`config.mk`:
```
export PLATFORM = sky130hd
export DESIGN_NAME = pipe_hazard_ctrl
export DESIGN_NICKNAME = d
export VERILOG_FILES = /design/src/rtl/pipe_hazard_ctrl.sv
export SDC_FILE = /design/constraint.sdc
export NUM_CORES = 1
export LEC_CHECK = 0
export CAP_MARGIN = 15
export CORE_MARGIN = 3
export CORE_UTILIZATION = 50
export DETAILED_ROUTE_END_ITERATION = 8
export GPL_ROUTABILITY_DRIVEN = 0
export PLACE_DENSITY = 0.88
export SLEW_MARGIN = 20
export SYNTH_ARGS = -nofsm -noshare
export SYNTH_HDL_FRONTEND = slang
export SYNTH_SLANG_ARGS = --single-unit
```
`constraint.sdc`:
```
create_clock -name clk_i -period 12.4 [get_ports clk_i]
set_input_delay 2.48 -clock clk_i [delete_from_list [all_inputs] [get_ports clk_i]]
set_output_delay 2.48 -clock clk_i [all_outputs]
set_load 0.05 [all_outputs]
```
`src/rtl/pipe_hazard_ctrl.sv`:
```
// pipe_hazard_ctrl: scoreboard-based stall, branch-flush and forwarding control for the in-order pipeline
module pipe_hazard_ctrl #(
    parameter int ADDR_W     = 5,
    parameter int DEPTH      = 3,
    parameter int NSRC       = 2,
    parameter int LOAD_READY = 2,
    parameter int CNT_W      = 16,
    localparam int FW        = $clog2(DEPTH)
) (
    input  logic                   clk_i,
    input  logic                   rst_i,
    input  logic                   id_valid_i,
    input  logic [NSRC*ADDR_W-1:0] id_src_addr_i,
    input  logic [NSRC-1:0]        id_src_used_i,
    input  logic [ADDR_W-1:0]      id_dst_addr_i,
    input  logic                   id_reg_write_i,
    input  logic                   id_is_load_i,
    input  logic                   id_is_branch_i,
    input  logic                   id_branch_taken_i,
    output logic                   stall_o,
    output logic                   flush_o,
    output logic [NSRC*FW-1:0]     fwd_sel_o,
    output logic [CNT_W-1:0]       stall_cnt_o,
    output logic [CNT_W-1:0]       flush_cnt_o
);
    logic [DEPTH-1:0]  e_v, e_wr, e_ld;
    logic [ADDR_W-1:0] e_dst [DEPTH];
    logic [NSRC-1:0]   lu;
    logic              br_hit, issue;
    logic [NSRC*FW-1:0] fwd_nxt;
    logic [ADDR_W-1:0] src;
    logic              found, hit;
    int                yk;
    // youngest-match search per operand; loads too young to forward stall, branches stall on anything not yet written back
    always_comb begin
        lu      = '0;
        br_hit  = 1'b0;
        fwd_nxt = '0;
        src     = '0;
        found   = 1'b0;
        hit     = 1'b0;
        yk      = 0;
        for (int n = 0; n < NSRC; n++) begin
            src   = id_src_addr_i[n*ADDR_W +: ADDR_W];
            found = 1'b0;
            yk    = 0;
            for (int k = DEPTH-1; k >= 0; k--) begin
                hit = e_v[k] && e_wr[k] && e_dst[k] == src && src != '0 && id_src_used_i[n];
                if (hit) begin
                    found = 1'b1;
                    yk    = k;
                    if (k <= DEPTH-2) br_hit = 1'b1;
                end
            end
            lu[n] = found && e_ld[yk] && (yk + 1 < LOAD_READY);
            fwd_nxt[n*FW +: FW] = (found && yk + 1 <= DEPTH-1) ? FW'(yk + 1) : '0;
        end
    end
    assign stall_o = !rst_i && id_valid_i && (|lu || (id_is_branch_i && br_hit));
    assign flush_o = !rst_i && id_valid_i && id_is_branch_i && id_branch_taken_i && !stall_o;
    assign issue   = id_valid_i && !stall_o;
    // shift the scoreboard, register forwarding selects and update saturating counters
    always_ff @(posedge clk_i) begin
        e_wr     <= {e_wr[DEPTH-2:0], id_reg_write_i};
        e_ld     <= {e_ld[DEPTH-2:0], id_is_load_i};
        e_dst[0] <= id_dst_addr_i;
        for (int k = 1; k < DEPTH; k++) e_dst[k] <= e_dst[k-1];
        if (rst_i) begin
            e_v         <= '0;
            fwd_sel_o   <= '0;
            stall_cnt_o <= '0;
            flush_cnt_o <= '0;
        end else begin
            e_v         <= {e_v[DEPTH-2:0], issue};
            fwd_sel_o   <= issue ? fwd_nxt : '0;
            stall_cnt_o <= stall_cnt_o + CNT_W'(stall_o && !(&stall_cnt_o));
            flush_cnt_o <= flush_cnt_o + CNT_W'(flush_o && !(&flush_cnt_o));
        end
    end
endmodule

```
==> metrics.md <==
| Metric | Value |
|---|---|
| Post-synth top area cell | dfxtp_1 |
| GR Overflow Total | 0 |
| Met1 Use GR | 23.5% |
| Status | finished, final reports clean |
| Met2 Use GR | 31.1% |
| DRT Pass-1 Iters | 4 |
| Final setup TNS | 0 ns |
| CP max FO | 9 |
| Inserted Clock Buffers | 9 |
| DP HPWL | 4.05 mm |
| Hold Buf Count CTS | 0 |
| Met3 Usage GRT | 6.57% |
| # DRC | 0 |
| Final nets | 362 |
| Synth unique cells | 32 |
| DP Area | 0.00320 sq mm |
| DR WL/cell | 13.1 microns |
| Diodes inserted | 0 |
| Root Buffer | clkbuf_8 |
| Initial antenna violation count | 0 |
| Worst-path clk slew | 0.06 ns |
| Die Ht | 77.1 microns |
| Vias in the first global route | 2030 |
| # Post-CTS Setup Buffers | 0 |
| GRT busiest layer | met2 |
| Max Buffers Root-to-Sink | 2 |
| H-tree levels | 3 |
| Layout cells sized above 1 | 6.53% |
| CP max-delay cell | clkdlybuf4s50_1 |
| Slew HR | 36.4% |
| RSZ-0062 raised after global routing | no |
| Largest net degree at the start of global routing | 37 |
| Critical Path Most Common Cell | clkdlybuf4s50_1 |
| Gate count after technology mapping | 266 |
| Detailed Route WL | 5.28 mm |
| Initial Util | 52.5% |
| Crit path capture type | output pin |
| Design Power | 414 uW |
| Commonest non-fill, non-tap cell in the layout | clkdlybuf4s50_1 |
| Tmin final | 8.66 ns |
| Crit-path cells | clkdlybuf4s50_1 -> xor2_1 -> or4_1 -> or4_4 -> nor2b_4 -> nand2_1 -> ha_1 -> o21ai_2 -> nor2_1 -> a211o_1 -> and2_2 -> clkdlybuf4s50_1 |
| Worst VDD drop | 0.131 mV |
| CTS tree | done |
| Sink Count | 60 |
| First-pass GRT wire length | 9.21 mm |
| Avg Cell Area, Syn | 9.51 sq um |
| Post-CTS sizing | 0 |
| Critical path class | in2out |
| DR vias | 2021 |
| IO Port Bufs | 61 |
| Final hold violations | 0 |
| Later-pin clock latency in the skew report | 0.33 ns |
| Clock Skews | 0.00844 ns |
| Ys Warns | 0 |
| Die boundary width | 77.1 microns |
| Dpl ws | 3.72 ns |
| Max-slew violations | 0 |
| Post-route design area | 0.00341 sq mm |
| Core Footprint | 0.00482 sq mm |
| Row cnt | 25 |
| Post-synthesis register bit count | 60 |
| Critical Path Source Type | primary input |
| Dpl cells | 388 |
| Gr usage total | 19.5% |
| Power Density | 121 mW/mm^2 |
| Ranking of synthesized cells by area | dfxtp_1 (48%), xor2_1 (10%), xnor2_1 (8.3%) |
| Die area | 0.00595 sq mm |
| Commonest cells after routing, fill and taps aside | clkdlybuf4s50_1 (61), dfxtp_1 (60), nor2_1 (31), xor2_1 (30), xnor2_1 (24) |
| Area share of the largest cell type after synthesis | 47.5% |
| Endpoints failing setup | 0 |
| F_max | 115 MHz |
| Crit share post-route | 69.9% |
| Leakage power total | 0.00124 uW |
| Req. time, crit path | 9.92 ns |
| Max_cap viols | 0 |
| Critical Path AT | 6.18 ns |
| Io pins | 62 |
| Worst setup margin | 3.74 ns |
| Vias per cell | 5.00 |
| Worst-Margin Slew | 0.945 ns |
| Post-Layout Cell Count | 404 |
| 1st-iter DRT viols | 104 |
| Mapped Nets | 296 |
| Area grow syn2layout | 35.0% |
| Critical path's largest stage delay | 0.80 ns |
| Sequential area share after synthesis | 47.5% |
| Worst hold path class | reg2reg |
| Remaining antenna violation count | 0 |
| Synthesized cell area | 0.00253 sq mm |
-- final timing paths --
check	start	endpoint	slack, ns	cells after the start
setup / recovery	id_src_addr_i[9]	stall_o	3.74	12
hold reg to reg	e_wr[0]$_DFF_P_	e_wr[1]$_DFF_P_	0.36	0
setup reg to reg	e_dst[0][2]$_DFF_P_	stall_cnt_o[10]$_SDFF_PP0_	8.50	16
hold / removal	e_wr[0]$_DFF_P_	e_wr[1]$_DFF_P_	0.36	0
-- routing by layer --
metal | vias up | wire length, microns
li1 | 1030 | -
met3 | 14 | 256
met2 | 48 | 2590
met5 | - | 0
met4 | 0 | 123
met1 | 929 | 2310
-- where the power goes --
part,internal [uW],switching (uW),total [uW]
sequential,197,3.67,201
clock,118,70.6,189
combinational,13.5,10.6,24.1
-- state kept, by name, indices dropped and copies added, names as in the netlist --
| name | cells |
|---|---|
| e_ld | 3 |
| stall_cnt_o | 16 |
| fwd_sel_o | 4 |
| e_dst | 15 |
| e_wr | 3 |
| flush_cnt_o | 16 |
| e_v | 3 |
-- per-stage QoR --
| step | hold WS [ns] | util (%) |
|---|---|---|
| 6_report | 0.357 | 70.9 |
| 5_1_grt | 0.371 | 70.9 |
| 4_1_cts | 0.359 | 70.9 |
| 3_5_place_dp | 0.348 | 66.4 |
| 3_3_place_gp | 0.336 | 66.4 |
| 2_1_floorplan | 0.331 | - |
-- synth_stat cells --
| master | instances |
|---|---|
| a211o_1 | 1 |
| a21boi_0 | 1 |
| a21oi_1 | 4 |
| a31oi_1 | 1 |
| and2_1 | 2 |
| and2_2 | 1 |
| and3_1 | 4 |
| and4_1 | 2 |
| buf_6 | 1 |
| clkbuf_1 | 6 |
| dfxtp_1 | 60 |
| ha_1 | 6 |
| inv_1 | 2 |
| nand2_1 | 19 |
| nand2b_1 | 2 |
| nand3_1 | 17 |
| nand3b_1 | 2 |
| nand4_1 | 10 |
| nor2_1 | 31 |
| nor2b_1 | 8 |
| nor2b_4 | 1 |
| nor3_1 | 6 |
| nor3_2 | 3 |
| nor4_1 | 2 |
| o211a_1 | 1 |
| o21ai_0 | 7 |
| o21ai_2 | 1 |
| or3_1 | 5 |
| or4_1 | 5 |
| or4_4 | 1 |
| xnor2_1 | 24 |
| xor2_1 | 30 |
-- area by class of cell --
type	instances	area (sq um)
fillers	401	1400
multi-input cells	197	1290
flip-flops and latches	60	1200
repair buffers	62	618
clock buffers	12	145
well taps	67	83.8
clock inverters	4	72.6
inverters	2	7.51
-- worst max-delay path: cells and delay by family --
family / cells / cell delay [ns]
adder cells (fa/ha/maj): 1 / 0.16
AND/OR/NAND/NOR: 6 / 1.63
AO/OA/AOI/OAI: 2 / 0.39
XOR/XNOR: 1 / 0.21
buffers and inverters: 2 / 1.31
-- logic make-up after synthesis --
group,Yosys count,share of synthesized area (%)
AOI/OAI and AO/OA,16,3.81
buffers and inverters,9,1.63
DFF,60,47.5
xor gates and xnor gates,54,18.7
and+or+nand+nor,121,25.4
adders and majority gates,6,2.97
No activity file was read; power rests on OpenSTA's default activity.
